File: src/rtl/maxmin_pkg.sv
// Shared types for the maxmin_stream block: FSM state encoding and count-width helper.
package maxmin_pkg;

  typedef enum logic {
    StAccum,
    StHold
  } state_e;

  function automatic int unsigned calc_cw(input int unsigned frame_len);
    return $clog2(frame_len + 1);
  endfunction

endpackage

File: src/rtl/maxmin_cmp.sv
// Combinational WIDTH-bit comparator, unsigned or two's-complement by SIGNED.
module maxmin_cmp #(
  parameter int unsigned WIDTH  = 8,
  parameter bit          SIGNED = 1'b0
) (
  input  logic [WIDTH-1:0] a,
  input  logic [WIDTH-1:0] b,
  output logic             gt,
  output logic             lt
);

  if (SIGNED) begin : g_signed
    assign gt = $signed(a) > $signed(b);
    assign lt = $signed(a) < $signed(b);
  end else begin : g_unsigned
    assign gt = a > b;
    assign lt = a < b;
  end

endmodule

File: src/rtl/maxmin_stream.sv
// Per-frame running max/min over a valid/ready sample stream.
// Define MAXMIN_INDEX_EN to add out_max_idx/out_min_idx (0-based extremum positions).
module maxmin_stream
  import maxmin_pkg::*;
#(
  parameter int unsigned WIDTH     = 8,
  parameter int unsigned FRAME_LEN = 16,
  parameter bit          SIGNED    = 1'b0,
  localparam int unsigned CW       = calc_cw(FRAME_LEN)
) (
  input  logic             clk,
  input  logic             rst_n,
  input  logic             in_valid,
  output logic             in_ready,
  input  logic [WIDTH-1:0] in_data,
  input  logic             in_last,
  output logic             out_valid,
  input  logic             out_ready,
  output logic [WIDTH-1:0] out_max,
  output logic [WIDTH-1:0] out_min,
  output logic [CW-1:0]    out_count
`ifdef MAXMIN_INDEX_EN
  ,
  output logic [CW-1:0]    out_max_idx,
  output logic [CW-1:0]    out_min_idx
`endif
);

  state_e           state_q, state_d;
  logic [WIDTH-1:0] max_q, max_d, min_q, min_d;
  logic [CW-1:0]    count_q, count_d;
  logic             accept, first, gt_max, lt_min;
  logic             lt_max, gt_min;
  logic             unused_cmp;

  maxmin_cmp #(
    .WIDTH  (WIDTH),
    .SIGNED (SIGNED)
  ) u_cmp_max (
    .a  (in_data),
    .b  (max_q),
    .gt (gt_max),
    .lt (lt_max)
  );

  maxmin_cmp #(
    .WIDTH  (WIDTH),
    .SIGNED (SIGNED)
  ) u_cmp_min (
    .a  (in_data),
    .b  (min_q),
    .gt (gt_min),
    .lt (lt_min)
  );

  assign unused_cmp = lt_max ^ gt_min;

  assign accept = in_valid && (state_q == StAccum);
  assign first  = (count_q == '0);

  always_comb begin
    state_d = state_q;
    max_d   = max_q;
    min_d   = min_q;
    count_d = count_q;
    unique case (state_q)
      StAccum: begin
        if (in_valid) begin
          count_d = count_q + CW'(1);
          if (first) begin
            max_d = in_data;
            min_d = in_data;
          end else begin
            // Strict compares: ties keep the earlier sample.
            if (gt_max) max_d = in_data;
            if (lt_min) min_d = in_data;
          end
          if (in_last || (count_d == CW'(FRAME_LEN))) state_d = StHold;
        end
      end
      StHold: begin
        if (out_ready) begin
          state_d = StAccum;
          count_d = '0;
        end
      end
      default: state_d = StAccum;
    endcase
  end

  always_ff @(posedge clk or negedge rst_n) begin
    if (!rst_n) begin
      state_q <= StAccum;
      max_q   <= '0;
      min_q   <= '0;
      count_q <= '0;
    end else begin
      state_q <= state_d;
      max_q   <= max_d;
      min_q   <= min_d;
      count_q <= count_d;
    end
  end

  assign in_ready  = (state_q == StAccum);
  assign out_valid = (state_q == StHold);
  assign out_max   = max_q;
  assign out_min   = min_q;
  assign out_count = count_q;

`ifdef MAXMIN_INDEX_EN
  logic [CW-1:0] max_idx_q, max_idx_d, min_idx_q, min_idx_d;

  always_comb begin
    max_idx_d = max_idx_q;
    min_idx_d = min_idx_q;
    if (accept) begin
      if (first) begin
        max_idx_d = '0;
        min_idx_d = '0;
      end else begin
        if (gt_max) max_idx_d = count_q;
        if (lt_min) min_idx_d = count_q;
      end
    end
  end

  always_ff @(posedge clk or negedge rst_n) begin
    if (!rst_n) begin
      max_idx_q <= '0;
      min_idx_q <= '0;
    end else begin
      max_idx_q <= max_idx_d;
      min_idx_q <= min_idx_d;
    end
  end

  assign out_max_idx = max_idx_q;
  assign out_min_idx = min_idx_q;
`endif

endmodule

File: config.mk
export PLATFORM = sky130hd
export DESIGN_NAME = maxmin_stream
export DESIGN_NICKNAME = d
export VERILOG_FILES = /design/src/rtl/maxmin_pkg.sv /design/src/rtl/maxmin_cmp.sv /design/src/rtl/maxmin_stream.sv
export SDC_FILE = /design/constraint.sdc
export NUM_CORES = 1
export LEC_CHECK = 0
export CAP_MARGIN = 20
export CORE_ASPECT_RATIO = 0.75
export CORE_MARGIN = 2
export CORE_UTILIZATION = 55
export CTS_BUF_LIST = sky130_fd_sc_hd__clkbuf_8
export CTS_CLUSTER_SIZE = 30
export DETAILED_ROUTE_END_ITERATION = 10
export PLACE_DENSITY = 0.95
export SLEW_MARGIN = 10
export SYNTH_ARGS = -nofsm -noshare
export SYNTH_HDL_FRONTEND = slang
export SYNTH_SLANG_ARGS = --single-unit
export TNS_END_PERCENT = 30
File: constraint.sdc
create_clock -name clk -period 5.34 [get_ports clk]
set_input_delay 1.602 -clock clk [delete_from_list [all_inputs] [get_ports clk]]
set_output_delay 1.602 -clock clk [all_outputs]
set_load 0.02 [all_outputs]
* Word-level counts from Yosys, hierarchy flattened *
Index checks and enable logic that the tools add are counted.

storage, ports and cells
  register bits = 22
  bits of input ports = 13
  word-level logic and storage cells = 29

operators by class
  $add $sub $neg = 1
  magnitude comparators = 2
  equality and inequality tests = 3
  muxes and demuxes = 11
  bitwise logic cells = 1
  reductions and logical operators = 7

operator list
  kind                                           number
  two-way mux 8 bit                              4
  two-way mux 5 bit                              2
  one-hot mux 5 bit (2 select lines)             1
  greater-than comparator 8 bit                  1
  less-than comparator 8 bit                     1
  AND reduction 3 bit                            2
  adder 5 x 1 -> 5 bit (second input constant)   1
  == test 5 bit (second input constant)          1
  zero test 5 bit                                1
  inequality test 2 bit (second input constant)  2
  nonzero test 2 bit                             2
  two-way mux 1 bit                              3
  one-hot mux 1 bit (2 select lines)             1
  AND reduction 2 bit                            1
  logical OR 1 bit                               1
  NOT 1 bit                                      1

* Logic depth before layout (Yosys ltp) *
Gate-level depths: netlist of the first run.

  word-level depth = 6
  depth in mapped cells = 7
  mapped depth without buffers = 7

* Hierarchy *
Synthesis of the first run repeated with hierarchy kept, for this count alone.

second synthesis, totals
  cells, all modules = 135
  area total of the unflattened synthesis = 1471.4 um2

by module, submodules not included
  module         times used  cells an instance  area an instance (um2)  seq. area each (um2)
  maxmin_stream  1           77                 1048.5                  550.5
  maxmin_cmp     2           29                 211.5                   0.0

* Worst setup path before layout of the first run *
OpenSTA, ideal clock, no wires.

  path type = in2reg
  start = in in_data[1]
  end = reg min_q[0] (netlist: out_min[0])
  setup time = 0.125 ns
  arrival time = 3.250 ns
  setup slack = 1.965 ns
  stages = 5
  path buffers = 0
  cells stage by stage = ha_1 -> a2111oi_0 -> nor4_1 -> a2111oi_4 -> mux2_2

on the way
  cells in the longest elaborated chain, start to end = 3

RTL lines
  element                        line                  RTL
  start: declaration             maxmin_stream.sv:15   input logic [WIDTH-1:0] in_data,
  less-than comparator 8 bit     maxmin_cmp.sv:17      assign lt = a < b;
  nonzero test 2 bit (no line)   n/a
  AND reduction 3 bit (no line)  n/a
  end signal: assignment         maxmin_stream.sv:100  min_q <= min_d;
  end: declaration               maxmin_stream.sv:30   logic [WIDTH-1:0] max_q, max_d, min_q, min_d;

No other way between the ends.
A chain may end at the register's enable or synchronous reset.

* Worst setup path in the final report of the first run *
  start = in in_data[1]
  end = reg min_q[2] (netlist: out_min[2])

The elaborated chain is that of the path after synthesis.

==> impl_metrics.yaml, run 1 <==
placed_design:
  dp_hpwl_um: 2540
  dp_slack_ns: 1.26
  portBuffers: 35
  gp_congestion: 0.894
synth:
  muxShareOfSynthArea_pct: 6.17
  ys.flop_type: "dfrtp_1"
  synth_compound_area_share_pct: 22.5
  ys_warn_count: 0
  synth_most_common_cell: "dfrtp_1"
  ys_ff_latch: 22
  synth_cell_types: 33
  yosysSeqAreaShare_pct: 37.7
  synth-simple-area-share_pct: 10.7
  synth_area_um2: 1460
  netlist_top_cells_area: "dfrtp_1, ha_1, mux2_2"
  synth-xor-area-share_pct: 1.80
  synthCells: 138
  synth.largest_area_cell: "dfrtp_1"
  syn_avg_cell_area_um2: 10.6
  ys_async_sr_fraction_pct: 100
  synth_edf_count: 0
  synth_top_area_share_pct: 37.7
  synth_nets: 169
  synth_top_family_by_area: "compound AO/OA/AOI/OAI gates"
  yosys-top-cells-count: "dfrtp_1, inv_1, ha_1"
  synth-adder-area-share_pct: 15.4
setup_path:
  cp.required_ns: 5.48
  critPathMaxFanout: 8
  worst_setup_path_end_kind: "flop"
  cp.arrival_ns: 3.96
  path_cells: "clkdlybuf4s50_1, ha_1, a2111oi_0, nor4_1, a2111oi_4, mux2_2"
  crit_family: "compound AO/OA/AOI/OAI gates"
  slowest_stage: "a2111oi_4"
  path_class: "in2reg"
  startpoint_type: "primary input"
  crit_start: "in_data[1]"
  critical-path-max-stage-delay_ns: 0.63
  rrSetupSlack_ns: 2.95
  crit_buf_inv: 1
  r2r-start: "out_count[0]"
timing:
  timing.clock.skew_ns: 0.00992
  finalCriticalPeriod_ns: 3.81
  finalMaxSlewViolations: 0
  worstMarginPinSlew_ns: 1.04
  max_freq_mhz: 262
  final.period_utilization_pct: 71.4
  max_slew_margin_pct: 30.4
  tns_ns: 0
  setup_slack_ns: 1.53
  hold_viol_final: 0
  rsz0062_at_grt: "no"
  setup_viol: 0
route:
  vias: 1263
  drcViolationCount: 0
  avgViaCountPerCell: 5.96
  drtIter0Drc: 82
  drt_wl_total_um: 3310
  routedWlPerCell_um: 15.6
  first_pass_iters: 4
  ant_nets: 0
grt:
  overflow: 0
  grt_usage_pct: 22.9
  grt_max_degree: 23
  first_global_vias: 1209
  grt_first_pass_wirelength_um: 5580
  antenna_found_initial: 0
clocking:
  clock_latency_ns: 0.26
  cts_tree: "yes"
  clock_path_buffers: 2
  htree_levels: 1
  numCtsBuffers: 3
  cts_hold_buf: 0
  clk_pin_slew_ns: 0.07
  clockRootBuffer: "clkbuf_8"
  cts_setup_buffers: 0
  cts_resized: 0
  clock_sinks: 22
cells_and_area:
  area_growth_pct: 31.1
  fillers: 182
  n_antenna_cell: 0
  drive_gt1_share_pct: 10.2
  nets: 208
hold_path:
  hold_path_class: "reg2reg"
  min_from: "out_min[3]"
power:
  powerDensity_nw_per_um2: 552
  peakVddDrop_mv: 0.340
  p_leak_nw: 0.861
die:
  fp.dieArea_um2: 3080
  io_pins: 36
  dieHeight_um: 48.6
  start_util_pct: 56.9
  rows: 16
  core_area_um2: 2560
  die-width_um: 63.5
flow_run:
  drv_cap: 0
outcome:
  status: "complete, no violations"
==> registers in the layout, indices dropped and copies added (netlist names) <==
register and count:
out_max 8, out_min 8, out_count 5, out_valid 1
==> placed cells by master, fill, tap and decap left out, drive strengths merged <==
master,netlist,routed
nor4b,2,2
a21oi,5,5
nor4,1,1
o21a,1,1
nand2b,2,2
ha,18,18
a32o,1,1
nor3,2,2
a31o,1,1
nand2,6,6
clkdlybuf4s50,0,35
o21ai,6,6
xnor2,1,1
o22ai,3,3
a22o,9,9
nor2b,2,2
dfrtp,22,22
xor2,2,2
a2111oi,2,2
inv,19,19
clkbuf,1,4
a221o,8,8
a211oi,1,1
o31ai,1,1
nor2,4,4
buf,1,1
nand4,5,5
mux2,8,8
a21bo,1,1
o211ai,1,1
or4b,1,1
nand4b,1,1
==> worst paths after layout <==
| kind | end | depth (start not counted) |
|---|---|---|
| min in group asynchronous | out_max[2] | 1 |
| setup / recovery | out_min[2] | 6 |
| setup reg to reg | out_min[2] | 6 |
| max in group asynchronous | out_min[3] | 2 |
| hold / removal | out_min[3] | 1 |
| hold reg to reg | out_min[3] | 1 |
==> report_power, final <==
| part | total, mW | internal (mW) | switching (mW) |
|---|---|---|---|
| Clock | 0.120 | 0.0657 | 0.0539 |
| Combinational | 0.610 | 0.308 | 0.301 |
| Sequential | 0.328 | 0.240 | 0.0872 |
==> through the flow <==
step	hold WS [ns]	instance area, um2	utilization (%)	power [mW]	instances
final	0.551	1910	74.7	1.06	212
after global routing	0.588	1910	74.7	1.13	212
after CTS	0.560	1900	74.1	1.06	211
after detailed placement	0.538	1840	71.9	0.933	207
after global placement	0.518	1840	71.9	0.903	207
after floorplan	0.656	1460	-	0.697	138
==> area by class of cell <==
class	instances	area [um2]	area share, %
tap	36	45.0	2.35
timing repair buffer	36	365	19.1
multi-input combinational	95	826	43.2
inverter	19	71.3	3.73
sequential	22	551	28.8
clock buffer	4	55.1	2.88
==> metal layers <==
metal | vias up | track usage (%) | share of wire, %
met1 | 606 | 30.8 | 44
li1 | 600 | - | -
met2 | 49 | 37.2 | 47
met4 | 0 | 5.07 | 1.4
met5 | - | 0 | 0
met3 | 8 | 6.05 | 7.0
==> logic make-up after synthesis <==
group,count (synthesis)
and+or+nand+nor,26
buffers and inverters,21
muxes,8
DFF,22
xor gates and xnor gates,3
adders and majority gates,18
AOI/OAI and AO/OA,40
Note: power is estimated with default switching activity, not from simulation.
==> run 2, diff against run 1 <==
- CORE_UTILIZATION: 55 -> 51
- PLACE_DENSITY: 0.95 -> 0.93
- clock period: 5.34 -> 3.7 ns (I/O delays scaled with it)
==> run 2 against run 1 <==
Combinational power is 52% higher. Die area is 7.3% higher. Critical endpoint is now out_max[2]. Flip-flop and latch count stayed put. Final cell count is 2.8% higher. Non-clock buffer count is 6 higher. Critical path depth stayed put. Clock power is 44% higher. Via count is 3.8% higher. Sequential power is 44% higher. Worst setup slack worse by 1.0 ns. Count of clock-buffer cells in the layout stayed put.
==> impl_metrics.yaml, run 2 (synthesis results as in run 1) <==
outcome:
  status: "complete, no violations"
flow_run:
  drv_cap: 0
power:
  switching_share_pct: 41.4
  p_comb_share_pct: 59.0
  p_switching_mw: 0.650
  clock_power_share_pct: 11.0
  internal_power_mw: 0.921
  powerDensity_nw_per_um2: 802
  p_leak_nw: 0.891
  p_seq_share_pct: 30.0
  peakVddDrop_mv: 0.492
  fin_total_pwr_mw: 1.57
route:
  first_pass_iters: 4
  vias: 1311
  ant_nets: 0
  drtIter0Drc: 80
  drcViolationCount: 0
  drt_wl_total_um: 3580
  routedWlPerCell_um: 16.4
  avgViaCountPerCell: 6.01
clocking:
  cts_hold_buf: 0
  htree_levels: 1
  clk_pin_slew_ns: 0.08
  clock_latency_ns: 0.27
  cts_tree: "yes"
  clockRootBuffer: "clkbuf_8"
  cts_resized: 0
  clock_path_buffers: 2
  numCtsBuffers: 3
  clock_sinks: 22
  cts_setup_buffers: 0
cells_and_area:
  nets: 214
  fillers: 170
  final_util_pct: 73.5
  drive_gt1_share_pct: 13.2
  area_growth_pct: 34.2
  final_cell_mix: "clkdlybuf4s50_1, dfrtp_1, inv_1"
  final_common_cell: "clkdlybuf4s50_1"
  regArea_um2: 551
  n_antenna_cell: 0
  multiInputGateArea_um2: 826
grt:
  grt_first_pass_wirelength_um: 6140
  overflow: 0
  use_met1_pct: 30.2
  antenna_found_initial: 0
  met3_usage_pct: 6.28
  grt_usage_pct: 24.6
  grt.busiest_layer: "met2"
  met2_usage_pct: 40.7
  first_global_vias: 1391
  grt_max_degree: 23
setup_path:
  critical-path-max-stage-delay_ns: 0.85
  crit_start: "in_data[7]"
  critPathMaxFanout: 8
  path_cells: "clkdlybuf4s50_1, ha_1, nand4_1, o31ai_1, a22o_1, a221o_1"
  crit_end: "out_max[2]"
  slowest_stage: "o31ai_1"
  reg2regPathDepth: 7
  path_class: "in2reg"
  cp.arrival_ns: 3.42
  rr_endpoint: "out_min[0]"
  r2r-start: "out_count[0]"
  startpoint_type: "primary input"
  worst_setup_path_end_kind: "flop"
  cp.required_ns: 3.91
  rrSetupSlack_ns: 1.37
timing:
  finalMaxSlewViolations: 0
  worstMarginPinSlew_ns: 0.969
  max_freq_mhz: 312
  max_slew_margin_pct: 34.9
  holdWs_ns: 0.541
  timing.clock.skew_ns: 0.0127
  tns_ns: 0
  setup_viol: 0
  hold_viol_final: 0
  rsz0062_at_grt: "no"
  finalCriticalPeriod_ns: 3.21
  final.period_utilization_pct: 86.7
placed_design:
  dp_hpwl_um: 2630
  gp_congestion: 0.898
  portBuffers: 35
die:
  core_area_um2: 2660
  dieHeight_um: 50.3
  fp.dieArea_um2: 3310
  start_util_pct: 54.8
  rows: 16
  die-width_um: 65.8
  io_pins: 36
hold_path:
  min_from: "out_min[2]"
  hold_path_class: "reg2reg"
==> run 2: stage by stage <==
stage	setup WS [ns]	instances	instance area [um2]
3_5_place_dp	0.285	213	1890
3_3_place_gp	0.290	213	1890
6_report	0.493	218	1960
2_1_floorplan	0.817	138	1460
4_1_cts	0.553	217	1940
5_1_grt	0.366	218	1960
==> run 2: final cells by class <==
type | count | share of cell area (%)
Multi-Input combinational cell | 95 | 42.2
Sequential cell | 22 | 28.1
Timing Repair Buffer | 42 | 21.0
Inverter | 19 | 3.64
Clock buffer | 4 | 2.81
Tap cell | 36 | 2.30
==> run 2: worst min path at each step <==
stage | cells after the start | endpoint | slack [ns]
final | 1 | out_min[2] | 0.54
after global routing | 1 | out_min[7] | 0.57
after CTS | 1 | out_min[2] | 0.54
after detailed placement | 1 | out_min[3] | 0.53
after global placement | 1 | out_min[0] | 0.52
after floorplan | 1 | out_min[1] | 0.66
==> run 2: worst max-delay path, delay by kind of cell <==
kind            cells  cell delay (ns)
simple gates        1             0.16
compound gates      3             1.21
fa+ha+maj           1             0.40
buf+inv             1             0.54
==> run 2: layer usage <==
| layer | up-vias | share of wire, % |
|---|---|---|
| met1 | 639 | 44 |
| met2 | 48 | 48 |
| li1 | 611 | - |
| met4 | 0 | 2.2 |
| met5 | - | 0 |
| met3 | 13 | 6.3 |
==> run 2: power by group through the flow <==
| stage | clock network (mW) | registers [mW] | logic, mW |
|---|---|---|---|
| finish | 0.173 | 0.472 | 0.926 |
| global route | 0.187 | 0.492 | 1.01 |
| CTS | 0.177 | 0.470 | 0.927 |
| detailed placement | 0 | 0.472 | 0.914 |
| global placement | 0 | 0.463 | 0.877 |
| floorplan | 0 | 0.570 | 0.436 |
